<file path="src/rtl/route_request_queue.sv">
// Request queue between the router mesh and the Q-learning route engine:
// buffers requests in a FIFO, issues them one at a time and holds each route until acked.
module route_request_queue #(
  parameter int DEPTH   = 4,
  parameter int AW      = 2,
  parameter int TIMEOUT = 255
) (
  input  logic            clk,
  input  logic            reset,
  input  logic            req_valid,
  input  logic [9:0]      req_info,
  output logic            req_full,
  input  logic            q_ready,
  output logic            q_req_en,
  output logic [9:0]      q_req_info,
  input  logic            q_done,
  input  logic [29:0]     q_route,
  output logic            rsp_valid,
  output logic [29:0]     rsp_route,
  output logic [4:0]      rsp_src,
  input  logic            rsp_ack,
  output logic            timeout,
  output logic [AW:0]     occupancy,
  output logic [7:0]      drop_count
);

  localparam logic [1:0] IDLE  = 2'd0;
  localparam logic [1:0] ISSUE = 2'd1;
  localparam logic [1:0] WAIT  = 2'd2;
  localparam logic [1:0] HOLD  = 2'd3;

  localparam logic [AW:0] DEPTH_CNT    = (AW+1)'(DEPTH);
  localparam logic [AW:0] ONE_CNT      = (AW+1)'(1);
  localparam logic [7:0]  TIMEOUT_LAST = 8'(TIMEOUT - 1);

  logic [9:0]    mem [DEPTH];
  logic [AW-1:0] wr_ptr;
  logic [AW-1:0] rd_ptr;
  logic [1:0]    state;
  logic [7:0]    wait_cnt;
  logic [AW:0]   occ_next;

  logic self_addr;
  logic fifo_full;
  logic pop;
  logic push;
  logic drop;

  // A self-addressed request needs no route, so it never enters the queue.
  assign self_addr = (req_info[9:5] == req_info[4:0]);
  assign fifo_full = (occupancy == DEPTH_CNT);
  assign pop       = (state == IDLE) && (occupancy != '0) && q_ready;
  // A pop in the same cycle frees a slot, so a full FIFO can still take a push.
  assign push      = req_valid && !self_addr && (!fifo_full || pop);
  assign drop      = req_valid && !self_addr && fifo_full && !pop;

  always_comb begin
    occ_next = occupancy;
    case ({push, pop})
      2'b10:   occ_next = occupancy + ONE_CNT;
      2'b01:   occ_next = occupancy - ONE_CNT;
      default: occ_next = occupancy;
    endcase
  end

  always_ff @(posedge clk or posedge reset) begin
    if (reset) begin
      for (int i = 0; i < DEPTH; i++) begin
        mem[i] <= '0;
      end
      wr_ptr     <= '0;
      rd_ptr     <= '0;
      occupancy  <= '0;
      req_full   <= 1'b0;
      drop_count <= '0;
    end else begin
      if (push) begin
        mem[wr_ptr] <= req_info;
        wr_ptr      <= wr_ptr + 1'b1;
      end
      if (pop) begin
        rd_ptr <= rd_ptr + 1'b1;
      end
      occupancy <= occ_next;
      req_full  <= (occ_next == DEPTH_CNT);
      if (drop && (drop_count != 8'hFF)) begin
        drop_count <= drop_count + 8'd1;
      end
    end
  end

  always_ff @(posedge clk or posedge reset) begin
    if (reset) begin
      state      <= IDLE;
      wait_cnt   <= '0;
      q_req_en   <= 1'b0;
      q_req_info <= '0;
      rsp_valid  <= 1'b0;
      rsp_route  <= '0;
      rsp_src    <= '0;
      timeout    <= 1'b0;
    end else begin
      q_req_en <= 1'b0;
      timeout  <= 1'b0;
      case (state)
        IDLE: begin
          if (pop) begin
            q_req_info <= mem[rd_ptr];
            q_req_en   <= 1'b1;
            state      <= ISSUE;
          end
        end
        ISSUE: begin
          wait_cnt <= '0;
          state    <= WAIT;
        end
        WAIT: begin
          // A route arriving on the last allowed cycle still counts.
          if (q_done) begin
            rsp_route <= q_route;
            rsp_src   <= q_req_info[9:5];
            rsp_valid <= 1'b1;
            state     <= HOLD;
          end else if (wait_cnt == TIMEOUT_LAST) begin
            timeout <= 1'b1;
            state   <= IDLE;
          end else begin
            wait_cnt <= wait_cnt + 8'd1;
          end
        end
        HOLD: begin
          if (rsp_ack) begin
            rsp_valid <= 1'b0;
            state     <= IDLE;
          end
        end
        default: state <= IDLE;
      endcase
    end
  end

endmodule
</file>
<file path="config.mk">
export PLATFORM = sky130hd
export DESIGN_NAME = route_request_queue
export DESIGN_NICKNAME = d
export VERILOG_FILES = /design/src/rtl/route_request_queue.sv
export SDC_FILE = /design/constraint.sdc
export NUM_CORES = 1
export LEC_CHECK = 0
export CAP_MARGIN = 25
export CORE_ASPECT_RATIO = 1.2
export CORE_MARGIN = 4
export CORE_UTILIZATION = 50
export CTS_CLUSTER_DIAMETER = 50
export DETAILED_ROUTE_END_ITERATION = 10
export GPL_TIMING_DRIVEN = 0
export PLACE_DENSITY = 0.79
export RECOVER_POWER = 50
export SETUP_SLACK_MARGIN = 0.15
export SYNTH_ARGS = -nofsm -noshare
export SYNTH_HDL_FRONTEND = slang
export SYNTH_SLANG_ARGS = --single-unit
</file>
<file path="constraint.sdc">
create_clock -name clk -period 7.2 [get_ports clk]
set_input_delay 1.8 -clock clk [delete_from_list [all_inputs] [get_ports clk]]
set_output_delay 1.8 -clock clk [all_outputs]
set_load 0.01 [all_outputs]
</file>
==> load_flow_metrics.sql, run 1 <==
INSERT INTO impl_metrics (metric_group, metric, value, unit) VALUES
('outcome', 'outcome', 'finished, violations left', ''),
('outcome', 'violated_checks', 'max-capacitance violations, max-slew violations', ''),
('worst_setup_path', 'cell_depth_of_the_worst_setup_path', '11', ''),
('cts', 'cts_root_buffer', 'sky130_fd_sc_hd__clkbuf_16', ''),
('worst_setup_path', 'path_delay_family', 'simple AND/OR/NAND/NOR gates', ''),
('place', 'buffer_ports.inserted', '105', ''),
('timing', 'setup_viol', '0', ''),
('route', 'detail_route.drc_violations', '0', ''),
('die', 'num_io_pins', '106', ''),
('timing', 'slew_headroom', '-22.18', '%'),
('worst_setup_path', 'criticalPathCategory', 'in2reg', ''),
('route', 'avgRoutedWirePerCell', '16.25', 'um'),
('cts', 'cts_setup_buffers', '0', ''),
('route', 'finalWirelength', '10220', 'um'),
('timing', 'grt_setup_unrepaired', 'no', ''),
('power_and_ir_drop', 'intPower', '2.189', 'mW'),
('die', 'rows', '39', ''),
('yosys', 'synth_largest_type_area_fraction', '57.85', '%'),
('worst_setup_path', 'required', '7.51', 'ns'),
('power_and_ir_drop', 'combinationalPowerShare', '36.2', '%'),
('worst_setup_path', 'cp-end-kind', 'register', ''),
('place', 'dp_hpwl', '7221', 'um'),
('cts', 'cts-htree-levels', '4', ''),
('finish', 'drive_gt1_share', '24.31', '%'),
('worst_setup_path', 'r2r_end', 'req_full', ''),
('die', 'coreArea', '9564', 'um2'),
('global_routing', 'grt.overflow.total', '0', ''),
('timing', 'setup_ws', '2.709', 'ns'),
('worst_setup_path', 'crit_chain', 'dlygate4sd3_1 > nor3b_1 > nand2b_1 > inv_1 > a31oi_1 > inv_1 > fa_1 > or4_1 > o31ai_1 > nor3_1 > a211oi_1', ''),
('power_and_ir_drop', 'worst_ir_drop_vdd', '0.2389', 'mV'),
('timing', 'period_minus_slack', '4.491', 'ns'),
('cts', 'cts_resized', '0', ''),
('worst_setup_path', 'critical-path-top-cell-by-count', 'sky130_fd_sc_hd__inv_1', ''),
('worst_setup_path', 'worst_setup_path_startpoint', 'q_ready', ''),
('die', 'initial_core_utilization', '51.56', '%'),
('die', 'die_height', '116.8', 'um'),
('finish', 'final_cells', '629', ''),
('worst_setup_path', 'worstPathArrival', '4.80', 'ns'),
('cts', 'cts_hold_buffers', '0', ''),
('yosys', 'yosys.area.top_type', 'sky130_fd_sc_hd__dfrtp_1', ''),
('cts', 'cts_tree', 'done', ''),
('die', 'floorplan_die_area', '11520', 'um2'),
('global_routing', 'grt_first_pass_wirelength', '16760', 'um'),
('worst_setup_path', 'slowest_stage', 'sky130_fd_sc_hd__dlygate4sd3_1', ''),
('global_routing', 'grtUsageTotal', '18.71', '%'),
('finish', 'antenna_cells', '0', ''),
('cts', 'cts_num_sinks', '114', ''),
('power_and_ir_drop', 'power.static_leakage', '2.991', 'nW'),
('finish', 'finish.instance_area', '6794', 'um2'),
('hold_path', 'worstHoldPathType', 'reg2reg', ''),
('yosys', 'number_of_synthesized_register_bits', '114', ''),
('yosys', 'netlist-cell-type-count', '38', ''),
('die', 'die_width', '98.66', 'um'),
('power_and_ir_drop', 'p_total', '3.094', 'mW'),
('worst_setup_path', 'r2r_cells', '10', ''),
('yosys', 'dominantRegCellSynth', 'sky130_fd_sc_hd__dfrtp_1', ''),
('finish', 'nNetsFinal', '547', ''),
('timing', 'timing.final.max_slew_violations', '41', ''),
('cts', 'cts-buffers-inserted', '17', ''),
('route', 'drtIter0Drc', '155', ''),
('finish', 'finalCoreUtilization', '71.04', '%'),
('yosys', 'syn_nets', '422', ''),
('timing', 'finalClockSkew', '0.005768', 'ns'),
('power_and_ir_drop', 'power.density_cell_area', '455.4', 'nW/um2'),
('global_routing', 'initial_antenna_violation_count', '0', ''),
('route', 'dr.pass1.iters', '4', ''),
('job', 'timing.max_cap.violations', '1', ''),
('yosys', 'postSynthAreaPerCell', '13.40', 'um2'),
('yosys', 'synthArstFlopShare', '100.0', '%'),
('power_and_ir_drop', 'power.switching', '0.9050', 'mW'),
('timing', 'fin_crit_sh', '62.38', '%');
==> worst register-to-register path, stage by stage (launching register included) <==
cell and delay, ns:
sky130_fd_sc_hd__dfrtp_1 0.43, sky130_fd_sc_hd__nor3_1 0.34, sky130_fd_sc_hd__nand2b_1 0.31, sky130_fd_sc_hd__inv_1 0.16, sky130_fd_sc_hd__a31oi_1 0.37, sky130_fd_sc_hd__inv_1 0.11, sky130_fd_sc_hd__fa_1 0.42, sky130_fd_sc_hd__or4_1 0.52
sky130_fd_sc_hd__o31ai_1 0.10, sky130_fd_sc_hd__nor3_1 0.11, sky130_fd_sc_hd__a211oi_1 0.23
==> synth_stat cells, drive strengths merged (2+ instances only) <==
cell type and n:
clkbuf 7, nand4 5, nor2 13, buf 2, nor3b 3, o21a 2, mux4 10, and3 7
dfrtp 114, a211oi 2, o211ai 2, xnor2 11, o21ai 10, mux2 77, nand2 46, ha 7
nor3 3, xor2 10, inv 9, nand3 11, nand2b 4
==> placed cells by master (no fill, tap or decap), types with 4 or more instances in the layout <==
master	netlist	final
sky130_fd_sc_hd__o21ai_0	10	10
sky130_fd_sc_hd__clkinv_2	0	4
sky130_fd_sc_hd__xnor2_1	11	11
sky130_fd_sc_hd__nand2_2	4	4
sky130_fd_sc_hd__clkdlybuf4s50_1	0	89
sky130_fd_sc_hd__mux2_2	75	75
sky130_fd_sc_hd__nor2_1	13	13
sky130_fd_sc_hd__ha_1	7	7
sky130_fd_sc_hd__inv_1	9	8
sky130_fd_sc_hd__nand4_1	5	5
sky130_fd_sc_hd__xor2_1	10	10
sky130_fd_sc_hd__mux4_2	10	10
sky130_fd_sc_hd__dlygate4sd3_1	0	16
sky130_fd_sc_hd__nand2b_1	4	4
sky130_fd_sc_hd__nand2_1	42	42
sky130_fd_sc_hd__clkbuf_1	7	9
sky130_fd_sc_hd__clkbuf_16	0	17
sky130_fd_sc_hd__and3_1	7	7
sky130_fd_sc_hd__bufinv_16	0	4
sky130_fd_sc_hd__dfrtp_1	114	114
sky130_fd_sc_hd__nand3_1	11	11
==> cells by family after synthesis <==
| kind of cell | share of synthesized area (%) |
|---|---|
| flops | 57.85 |
| compound gates | 3.146 |
| mux | 22.35 |
| fa+ha+maj | 2.182 |
| xor+xnor | 3.730 |
| simple gates | 9.338 |
| buf+inv | 1.395 |
==> sequential cells by signal, summed over array words and instances (netlist names) <==
signal      count
state           2
timeout         1
rd_ptr          2
drop_count      8
rsp_valid       1
occupancy       3
rsp_route      30
q_req_info     10
wait_cnt        8
rsp_src         5
mem            40
req_full        1
wr_ptr          2
q_req_en        1
==> worst min-delay path by stage <==
stage | from | endpoint | slack (ns) | depth (start not counted)
after floorplan | mem[10] | mem[10] | 0.46 | 1
final | q_req_info[1] | q_req_info[1] | 0.47 | 2
after CTS | q_req_info[1] | q_req_info[1] | 0.48 | 2
after detailed placement | q_req_info[1] | q_req_info[1] | 0.47 | 2
after global routing | q_req_info[1] | q_req_info[1] | 0.50 | 2
after global placement | q_req_info[1] | q_req_info[1] | 0.46 | 2
==> layer usage <==
metal,wire (um),global-route usage (%),up-vias
met3,512,5.928,14
met2,5277,32.03,81
met1,4276,22.72,1658
met5,0,0,-
met4,155,6.284,0
li1,-,-,1555
==> power groups by stage <==
| stage | registers (mW) | logic, mW | clock network (mW) |
|---|---|---|---|
| final | 1.10 | 1.12 | 0.879 |
| after global routing | 1.13 | 1.22 | 0.926 |
| after CTS | 1.10 | 1.15 | 0.895 |
| after detailed placement | 1.11 | 1.14 | 0 |
| after global placement | 1.09 | 1.10 | 0 |
| after floorplan | 1.14 | 0.608 | 0 |
==> cell type report <==
type	instances	area (um2)
buffer	9	35.03
clock buffer	22	474.2
clock inverter	10	155.1
fill	674	2770
inverter	9	35.03
multi-input combinational	236	2009
sequential	114	2853
tap	123	153.9
timing repair buffer	106	1079
No activity file was read; power rests on OpenSTA's default activity.
==> run 2: changes to the inputs <==
==> constraint.sdc (replaced) <==
create_clock -name clk -period 4.5 [get_ports clk]
set_input_delay 1.125 -clock clk [delete_from_list [all_inputs] [get_ports clk]]
set_output_delay 1.125 -clock clk [all_outputs]
set_load 0.01 [all_outputs]
==> results of run 2 <==
The final DEF is identical to that of run 1. Status: finished, violations left: max-capacitance violations, max-slew violations.
Main changes from that run: setup slack after placement 2.478 ns -> 0.4530 ns; setup slack after layout 2.709 ns -> 0.6839 ns; register-to-register setup slack 4.01 ns -> 1.31 ns; total power 3.094 mW -> 4.950 mW; worst IR drop on VDD 0.2389 mV -> 0.3822 mV
==> run 3: changes to the inputs <==
--- a/config.mk
+++ b/config.mk
@@ -8,11 +8,11 @@
 export CAP_MARGIN = 25
 export CORE_ASPECT_RATIO = 1.2
 export CORE_MARGIN = 4
-export CORE_UTILIZATION = 50
+export CORE_UTILIZATION = 46
 export CTS_CLUSTER_DIAMETER = 50
 export DETAILED_ROUTE_END_ITERATION = 10
 export GPL_TIMING_DRIVEN = 0
-export PLACE_DENSITY = 0.79
+export PLACE_DENSITY = 0.76
 export RECOVER_POWER = 50
 export SETUP_SLACK_MARGIN = 0.15
 export SYNTH_ARGS = -nofsm -noshare
==> constraint.sdc (replaced) <==
create_clock -name clk -period 3.1 [get_ports clk]
set_input_delay 0.775 -clock clk [delete_from_list [all_inputs] [get_ports clk]]
set_output_delay 0.775 -clock clk [all_outputs]
set_load 0.01 [all_outputs]
==> run 3 against run 2 <==
The flow now finishes without violations. Hold slack improved by 0.0051 ns. Power increased by 46%. Non-clock buffer count increased by 6. Worst setup slack got worse by 0.47 ns. Clock skew increased by 0.0014 ns. Utilization decreased by 5.9 points. Via count increased by 1.4%. Clock-buffer cell count unchanged. Register-to-register slack got worse by 0.99 ns. Global-route usage about the same. Sequential share of layout area decreased by 0.36 points. Largest power group unchanged.
==> load_flow_metrics.sql, run 3 (synthesis results as in run 1) <==
INSERT INTO impl_metrics (metric_group, metric, value, unit) VALUES
('die', 'floorplan_die_area', '12450', 'um2'),
('finish', 'final_cells', '641', ''),
('worst_setup_path', 'cp-end-kind', 'register', ''),
('global_routing', 'grt_pass1_vias', '3611', ''),
('cts', 'cts-htree-levels', '4', ''),
('power_and_ir_drop', 'p_total', '7.214', 'mW'),
('cts', 'cts_tree', 'done', ''),
('die', 'coreArea', '10520', 'um2'),
('route', 'detail_route.drc_violations', '0', ''),
('timing', 'grt_setup_unrepaired', 'no', ''),
('cts', 'cts-buffers-inserted', '17', ''),
('cts', 'cts_root_buffer', 'sky130_fd_sc_hd__clkbuf_16', ''),
('timing', 'period_minus_slack', '2.885', 'ns'),
('timing', 'hold-worst-slack', '0.4751', 'ns'),
('global_routing', 'grt_first_pass_wirelength', '17750', 'um'),
('cts', 'clkLatencyLatePin', '0.41', 'ns'),
('route', 'vias_per_cell', '5.234', ''),
('worst_setup_path', 'critical_path.startpoint_type', 'primary input', ''),
('route', 'dr.pass1.iters', '4', ''),
('finish', 'largest_register_ffs', '40', ''),
('power_and_ir_drop', 'worst_ir_drop_vdd', '0.4521', 'mV'),
('worst_setup_path', 'required', '3.40', 'ns'),
('finish', 'area_growth_syn_to_layout', '38.97', '%'),
('timing', 'tightestPinTransition', '1.004', 'ns'),
('place', 'dpl.cell_count', '605', ''),
('route', 'drtIter0Drc', '130', ''),
('timing', 'totalNegativeSetupSlack', '0', 'ns'),
('finish', 'layout_commonest_cell', 'sky130_fd_sc_hd__dfrtp_1', ''),
('finish', 'layout.cells.most_common_list', 'sky130_fd_sc_hd__dfrtp_1, sky130_fd_sc_hd__clkdlybuf4s50_1, sky130_fd_sc_hd__mux2_2, sky130_fd_sc_hd__nand2_1, sky130_fd_sc_hd__clkbuf_16', ''),
('job', 'timing.max_cap.violations', '0', ''),
('finish', 'drive_gt1_share', '25.98', '%'),
('worst_setup_path', 'criticalPathCategory', 'in2reg', ''),
('timing', 'slew_headroom', '33.07', '%'),
('hold_path', 'worstHoldPathType', 'reg2reg', ''),
('finish', 'finalCoreUtilization', '65.16', '%'),
('route', 'finalWirelength', '10760', 'um'),
('route', 'vias', '3355', ''),
('die', 'num_io_pins', '106', ''),
('cts', 'cts.clk_slew.worst_paths', '0.05', 'ns'),
('cts', 'cts_num_sinks', '114', ''),
('worst_setup_path', 'worstPathArrival', '3.19', 'ns'),
('finish', 'reg_top3', 'mem: 40 flops, rsp_route: 30 flops, q_req_info: 10 flops', ''),
('cts', 'cts_hold_buffers', '0', ''),
('timing', 'timing.final.max_slew_violations', '0', ''),
('route', 'postRouteAntennaNets', '0', ''),
('die', 'die_width', '102.5', 'um'),
('outcome', 'outcome', 'finished clean', ''),
('timing', 'setup_viol', '0', ''),
('global_routing', 'maximum_number_of_pins_on_one_net_before_global_route_repair', '41', ''),
('die', 'initial_core_utilization', '46.89', '%'),
('cts', 'ctsLongestPathBuffers', '2', ''),
('timing', 'finalClockSkew', '0.007176', 'ns'),
('timing', 'fin_crit_sh', '93.06', '%'),
('global_routing', 'initial_antenna_violation_count', '0', ''),
('finish', 'antenna_cells', '0', ''),
('place', 'buffer_ports.inserted', '105', ''),
('place', 'dp_hpwl', '7530', 'um'),
('timing', 'final-hold-violation-count', '0', ''),
('power_and_ir_drop', 'power.density_cell_area', '1053', 'nW/um2'),
('route', 'avgRoutedWirePerCell', '16.79', 'um'),
('timing', 'achievable-frequency', '346.7', 'MHz'),
('global_routing', 'grtUsageTotal', '18.71', '%'),
('die', 'rows', '41', ''),
('finish', 'nNetsFinal', '553', ''),
('finish', 'largest-register', 'mem', ''),
('power_and_ir_drop', 'power.static_leakage', '3.037', 'nW'),
('finish', 'fillerInstances', '773', ''),
('place', 'place_congestion', '0.7672', ''),
('worst_setup_path', 'critical_path_peak_fanout', '4', ''),
('global_routing', 'grt.overflow.total', '0', ''),
('die', 'die_height', '121.4', 'um');
## run 3: cell count changes in the layout (fill, tap and decap cells not counted), moves of 2 or more
cell                              delta
sky130_fd_sc_hd__buf_4               +3
sky130_fd_sc_hd__dlygate4sd2_1      +10
sky130_fd_sc_hd__clkdlybuf4s50_1     -9
sky130_fd_sc_hd__xnor2_1             -2
sky130_fd_sc_hd__xnor2_2             +2
## run 3: timing repair
action                     in CTS  in global routing
setup endpoints to repair       2                  2
pin swaps                       1                  1
resized for setup              16                  1
setup buffers                   1                  3
gates cloned                    0                  0
## run 3: metrics by stage
stage                     setup slack, ns  cell area [um2]
final                              0.2153             6853
after global routing               0.1124             6853
after CTS                          0.1866             6864
after detailed placement          -0.6082             6207
after global placement            -0.5342             6147
after floorplan                    0.2545             4935
## run 3: per-layer routing
metal | part of all wire, % | track usage (%)
met1 | 39 | 21.63
met4 | 1.6 | 7.219
met2 | 54 | 31.91
met5 | 0 | 0
met3 | 5.4 | 5.980
## run 3: final timing paths
kind | depth (start not counted) | slack, ns | end | start
min | 2 | 0.48 | q_req_info[1] | q_req_info[1]
max reg2reg | 10 | 0.32 | req_full | occupancy[0]
min in group asynchronous | 2 | 0.78 | rsp_route[13] | reset
max | 11 | 0.22 | req_full | q_ready
min reg2reg | 2 | 0.48 | q_req_info[1] | q_req_info[1]
max in group asynchronous | 4 | 0.51 | mem[28] | reset
## run 3: power by group
part / internal (mW) / switching, mW / leakage (nW)
Clock: 1.40 / 0.651 / 0.306
Combinational: 1.53 / 1.09 / 1.34
Sequential: 2.16 / 0.387 / 1.39
## run 3: critical path: stages
cell and delay (ns):
sky130_fd_sc_hd__clkdlybuf4s50_1 0.41, sky130_fd_sc_hd__nor3b_1 0.16, sky130_fd_sc_hd__nand2b_1 0.13, sky130_fd_sc_hd__inv_1 0.11, sky130_fd_sc_hd__a31oi_4 0.19, sky130_fd_sc_hd__inv_1 0.07
sky130_fd_sc_hd__fa_1 0.40, sky130_fd_sc_hd__or4_1 0.51, sky130_fd_sc_hd__o31ai_1 0.11, sky130_fd_sc_hd__nor3_1 0.11, sky130_fd_sc_hd__a211oi_1 0.21
## run 3: cell type report
| class | instances | area, um2 | area share, % |
|---|---|---|---|
| tap | 129 | 161.4 | 2.355 |
| buffer | 9 | 35.03 | 0.5112 |
| clock inverter | 10 | 155.1 | 2.264 |
| sequential | 114 | 2853 | 41.63 |
| clock buffer | 22 | 474.2 | 6.920 |
| inverter | 9 | 35.03 | 0.5112 |
| multi-input combinational | 236 | 2042 | 29.80 |
| timing repair buffer | 112 | 1097 | 16.01 |
